`src/rtl/mem_req_arbiter.sv`:
```
// Shares one memory port between IF and MEM with fixed data priority,
// a request lock, and an in-order owner FIFO that routes responses back.
module mem_req_arbiter #(
   parameter int DEPTH = 2,
   parameter int CW    = $clog2(DEPTH + 1)
) (
   input  logic        clk,
   input  logic        reset,
   input  logic        inst_req,
   input  logic        inst_wr,
   input  logic [1:0]  inst_size,
   input  logic [31:0] inst_addr,
   input  logic [3:0]  inst_wstrb,
   input  logic [31:0] inst_wdata,
   output logic        inst_addr_ok,
   output logic        inst_data_ok,
   output logic [31:0] inst_rdata,
   input  logic        data_req,
   input  logic        data_wr,
   input  logic [1:0]  data_size,
   input  logic [31:0] data_addr,
   input  logic [3:0]  data_wstrb,
   input  logic [31:0] data_wdata,
   output logic        data_addr_ok,
   output logic        data_data_ok,
   output logic [31:0] data_rdata,
   output logic        mem_req,
   output logic        mem_wr,
   output logic [1:0]  mem_size,
   output logic [31:0] mem_addr,
   output logic [3:0]  mem_wstrb,
   output logic [31:0] mem_wdata,
   input  logic        mem_addr_ok,
   input  logic        mem_data_ok,
   input  logic [31:0] mem_rdata,
   output logic        err_spurious
);

   localparam int AW = (DEPTH > 1) ? $clog2(DEPTH) : 1;

   typedef enum logic [1:0] {IDLE, HOLD_I, HOLD_D} state_t;

   state_t           state;
   logic [DEPTH-1:0] owner;
   logic [AW-1:0]    wptr;
   logic [AW-1:0]    rptr;
   logic [CW-1:0]    count;
   logic             full;
   logic             empty;
   logic             gnt_i;
   logic             gnt_d;
   logic             push;
   logic             pop;
   logic             head;

   function automatic logic [AW-1:0] nxt(input logic [AW-1:0] p);
      return (p == AW'(DEPTH - 1)) ? '0 : p + AW'(1);
   endfunction

   assign full  = (count == CW'(DEPTH));
   assign empty = (count == '0);

   // A held grant ignores the other requester until it is accepted.
   always_comb begin
      gnt_i = 1'b0;
      gnt_d = 1'b0;
      unique case (state)
         IDLE: begin
            if (!full) begin
               if (data_req)      gnt_d = 1'b1;
               else if (inst_req) gnt_i = 1'b1;
            end
         end
         HOLD_I:  gnt_i = inst_req;
         HOLD_D:  gnt_d = data_req;
         default: ;
      endcase
   end

   assign mem_req   = (gnt_i | gnt_d) & ~full & ~reset;
   assign mem_wr    = gnt_d ? data_wr    : (gnt_i ? inst_wr    : 1'b0);
   assign mem_size  = gnt_d ? data_size  : (gnt_i ? inst_size  : 2'b0);
   assign mem_addr  = gnt_d ? data_addr  : (gnt_i ? inst_addr  : 32'b0);
   assign mem_wstrb = gnt_d ? data_wstrb : (gnt_i ? inst_wstrb : 4'b0);
   assign mem_wdata = gnt_d ? data_wdata : (gnt_i ? inst_wdata : 32'b0);

   assign push = mem_req & mem_addr_ok;
   assign pop  = mem_data_ok & ~empty & ~reset;
   assign head = owner[rptr];

   assign inst_addr_ok = push & gnt_i;
   assign data_addr_ok = push & gnt_d;
   assign inst_data_ok = pop & ~head;
   assign data_data_ok = pop & head;
   assign inst_rdata   = mem_rdata;
   assign data_rdata   = mem_rdata;

   always_ff @(posedge clk) begin
      if (reset) begin
         state        <= IDLE;
         owner        <= '0;
         wptr         <= '0;
         rptr         <= '0;
         count        <= '0;
         err_spurious <= 1'b0;
      end else begin
         if (mem_req && !mem_addr_ok)
            state <= gnt_d ? HOLD_D : HOLD_I;
         else
            state <= IDLE;
         if (push) begin
            owner[wptr] <= gnt_d;
            wptr        <= nxt(wptr);
         end
         if (pop)
            rptr <= nxt(rptr);
         count <= count + CW'(push) - CW'(pop);
         if (mem_data_ok && empty)
            err_spurious <= 1'b1;
      end
   end

endmodule
```
`config.mk`:
```
export PLATFORM = sky130hd
export DESIGN_NAME = mem_req_arbiter
export DESIGN_NICKNAME = d
export VERILOG_FILES = /design/src/rtl/mem_req_arbiter.sv
export SDC_FILE = /design/constraint.sdc
export NUM_CORES = 1
export LEC_CHECK = 0
export BUFFER_PORTS_ARGS = -buffer_cell sky130_fd_sc_hd__buf_2
export CAP_MARGIN = 5
export CORE_AREA = 3 3 122 124
export CTS_BUF_LIST = sky130_fd_sc_hd__clkbuf_8
export DETAILED_ROUTE_END_ITERATION = 6
export DIE_AREA = 0 0 125 127
export SYNTH_ARGS = -nofsm -noshare
export SYNTH_HDL_FRONTEND = slang
export SYNTH_SLANG_ARGS = --single-unit
```
`constraint.sdc`:
```
create_clock -name clk -period 1.95 [get_ports clk]
set_clock_uncertainty 0.2 [all_clocks]
set_input_delay 0.39 -clock clk [delete_from_list [all_inputs] [get_ports clk]]
set_output_delay 0.39 -clock clk [all_outputs]
set_load 0.005 [all_outputs]
```
-- After elaboration in Yosys (flattened, before gate mapping)
Index checks and enable logic that the tools add are counted.
- register bits after elaboration: 9
- bits in latches: 0
- RAM bits: 0
- ROM bits: 0
- input bits: 180
- word-level logic and storage cells: 63
- memories kept: 0
- add/sub/neg operators: 4
- $mul: 0
- divide/modulo/power cells: 0
- $lt $le $gt $ge: 3
- equality and inequality tests: 3
- shifts and indexed selects: 0
- muxes and demuxes: 25
- bitwise gates (word level): 15
- reduce and logical (&&, ||, !) cells: 7
- operators by type and width (operator ; count):
    $mux W32 ; 4
    $mux W1 ; 12
    $and A1 B1 Y1 ; 9
    $mux W4 ; 2
    $mux W2 ; 3
    $not A1 Y1 ; 5
    $eq A2 B2 Y1 const B ; 2
    $logic_not A2 Y1 ; 2
    $lt A1 B2 Y1 const B ; 2
    $pmux W1 S2 ; 2
    $logic_and A1 B1 Y1 ; 3
    $add A1 B1 Y1 const B ; 2
    $add A2 B1 Y2 ; 1
    $bwmux W2 ; 1
    $eq A2 B1 Y1 const B ; 1
    $reduce_or A2 Y1 ; 1
    $sub A2 B1 Y2 ; 1
    $demux W1 S1 ; 1
    $ge A1 B1 Y1 const B ; 1
    $logic_not A1 Y1 ; 1
    $or A1 B1 Y1 ; 1

-- Depth between registers and ports, before layout
- depth after elaboration: 10
- gate-level depth with buffers: 7
- gate-level depth less buffers: 7

-- Least setup slack after synthesis
OpenSTA, ideal clock, no wires.
- kind: input to output
- start point: input port data_req
- end point: output port mem_wdata[10]
- data arrival time: 1.231 ns
- required time: 1.360 ns
- path slack: 0.129 ns
- cell stages on the path: 5
- path buffers: 2
- cells stage by stage: and2b_2 -> o21a_1 -> buf_6 -> buf_2 -> a22o_1
- word-level cells in the longest chain between the ends: 5
- elaborated cells between the ends (all ways): 8
- RTL lines (what ; RTL line ; text):
    from (decl) ; 18 ; input logic data_req,
    $mux W1 ; 70 ; if (data_req) gnt_d = 1'b1;
    $mux W1 ; 69 ; if (!full) begin
    $pmux W1 S2 ; 67 ; unique case (state)
    $mux W32 ; 85 ; assign mem_wdata = gnt_d ? data_wdata : (gnt_i ? inst_wdata : 32'b0);
    $mux W32 * ; 85 ;
    to (decl) ; 32 ; output logic [31:0] mem_wdata,
Every way passes the cells marked *; elsewhere a longest branch is shown, timed or not.

-- Worst setup path in the final report
- start point: register count[0]
- end point: output port mem_wdata[16]
- word-level cells in the longest chain between the ends: 5
- elaborated cells between the ends (all ways): 7
- RTL lines (what ; RTL line ; text):
    from (decl) ; 47 ; logic [CW-1:0] count;
    from (signal assigned) ; 117 ; count <= count + CW'(push) - CW'(pop);
    $eq A2 B2 Y1 * ; 60 ; assign full = (count == CW'(DEPTH));
    $mux W1 ; 69 ;
    $pmux W1 S2 ; 67 ;
    $mux W32 ; 85 ;
    $mux W32 * ; 85 ;
Marked as above.

==> reports/results.ini <==
[outcome]
status = finished, violations left
violations = setup timing

[sta]
max-slew-margin-rel = 0.714
tightest_slew_ps = 425
slew_viol_final = 0
setup_viol = 73
finalWorstSetupSlack_ps = -259
hold_violations = 0
rsz0062_at_grt = yes
finalCritPeriodShare = 1.13
fmaxAchievable_ghz = 0.453
min_period_ps = 2210

[grt]
grt_pass1_vias = 2072
grt_max_degree = 30
grt_remaining_overflow = 0
grt_pass1_wl_um = 13500
grt_usage = 0.110
antenna_found_initial = 4

[cells_and_area]
final_area_um2 = 2810
n_fill_cell = 1559
fin_nets = 552
diodes = 0
final_cell_mix = 220 x buf_2, 71 x a22o_1, 9 x buf_4
final_common_cell = buf_2
final_util = 0.202
drive_gt1_frac = 0.705
syn_to_final_growth_pct = 61.5

[power]
seqPwrFrac = 0.163
p_int_uw = 843
p_leak_uw = 0.00154
ir_drop_v = 0.000223
p_per_area_nw_per_um2 = 480
p_comb_frac = 0.675
p_sw_uw = 504
power.share.switching = 0.374
p_clk_frac = 0.162

[clock_network]
cts_root_buffer = clkbuf_8
numClockSinks = 9
cts_tree = done
clkLatencyLatePin_ps = 240
clkTransAtPathRegs_ps = 50
clk_path_buf_depth = 2
cts_hold_buf = 0
cts_max_level = 1
cts_buffers = 3

[yosys]
seq_area_frac_synth = 0.104
yosysTopAreaCell = a22o_1
ys.warnings.count = 0
synth.avg_cell_area_um2 = 8.52
netlist.area_leader.share = 0.358
yosys-top-cells-area = a22o_1 36%, buf_4 30%, dfxtp_1 10%
syn_nets = 386
yosysUniqueCellTypes = 28
async_flop_share = 0
synth_cells = 204
synth_flop_cell = dfxtp_1
synth-seq-cells = 9
synth-edff-count = 0
synth_area_um2 = 1740

[worst_setup_path]
critPathCaptureType = output port
start_kind = register
worstPathCellList = and2b_1 -> nor2_2 -> o21a_4 -> buf_12 -> a22o_1 -> buf_2
path_class = reg2out
crit_slowest_cell = dfxtp_2
cp.required_ps = 1360
crit_arrival_ps = 1620
cp_slowest_stage_delay_ps = 330
worstPathMaxFanout = 14

[placement]
gp_congestion = 0.719
dp_hpwl_um = 7820
place_area_um2 = 2580
io_buffers = 224

[detailed_routing]
antenna_left = 0
firstDrtPassIters = 4
vias_per_cell = 4.06
drt_wl_total_um = 9910
vias = 2230
drc = 0
drt_iter0_drc = 115
wl_per_cell_um = 18.0

[worst_hold_path]
hold_class = in2reg

[die]
die_x_um = 125
die_h_um = 127
die_area_um2 = 15900
start_util = 0.125
fp-row-count = 43
ioPinCount = 321
coreArea_um2 = 13900

[run]
cap_viol_max_count = 0

[critical path: cells and delay by family, from the launching register on]
family,cells,cell delay (ps)
AO/OA/AOI/OAI,2,390
buffers and inverters,2,300
flip-flops,1,330
AND/OR/NAND/NOR,2,360
[per-stage QoR]
stage	total power, uW	hold slack [ps]	setup TNS (ps)	worst slack, ps	std cells
global route	1450	200	-20650	-323	549
global placement	1040	258	-3710	-110	542
detailed placement	1040	256	-3110	-101	542
CTS	1370	170	-20500	-346	551
floorplan	730	249	0	129	204
finish	1350	194	-15060	-259	549
[power by group through the flow]
stage	sequential, uW	clock (uW)	combinational, uW
finish	220	219	909
global route	223	240	986
CTS	219	226	928
detailed placement	221	0	817
global placement	220	0	821
floorplan	220	0	510
[cell usage after synthesis, types with 2 or more instances]
cell type and n:
buf_4 69, dfxtp_1 9, nor2_1 9, xnor2_1 2, buf_6 10, nor4_1 2, o21ai_0 4, a22o_1 71
xor2_1 2, a21oi_1 2, ha_1 2, o21a_1 3, nor2b_1 2, inv_1 3
[flip-flops by register name, summed over array words and instances (netlist names)]
signal and count:
count 2, err_spurious 1, owner 2, rptr 1, state 2, wptr 1
[layout make-up]
| cell class | count | area, um2 | share of cell area |
|---|---|---|---|
| clock buffers | 3 | 41.3 | 0.0147 |
| clock inverters | 1 | 3.75 | 0.00134 |
| inverters | 3 | 11.3 | 0.00401 |
| multi-input cells | 111 | 966 | 0.344 |
| flip-flops and latches | 9 | 184 | 0.0655 |
| well taps | 180 | 225 | 0.0802 |
| repair buffers | 242 | 1380 | 0.490 |
[layer usage]
layer | GRT usage | vias up | routed length [um]
li1 | - | 1030 | -
met1 | 0.133 | 1006 | 3830
met2 | 0.181 | 159 | 4720
met3 | 0.0489 | 27 | 1110
met4 | 0.0268 | 8 | 218
met5 | 0 | - | 35
[repair_timing]
action                                  CTS  global route
pin swaps                                 1             3
endpoints found under the setup margin   75            78
setup buffers                             3             0
cloned                                    3             0
hold endpoints to repair                  0             0
resized for setup                        18             9
[logic make-up after synthesis]
family,share of synthesized area
compound gates,0.416
xor+xnor,0.0202
fa+ha+maj,0.0144
buf+inv,0.374
flops,0.104
simple gates,0.0713
[final timing paths]
kind | from | endpoint | slack, ps | cells after the start
worst max-delay path | count[0] | mem_wdata[16] | -260 | 6
worst min-delay path | reset | state[1] | 190 | 2
worst max register to register | state[0] | count[0] | 80 | 7
worst min register to register | owner[0] | owner[0] | 280 | 2
Power figures use the tool's default switching activity.
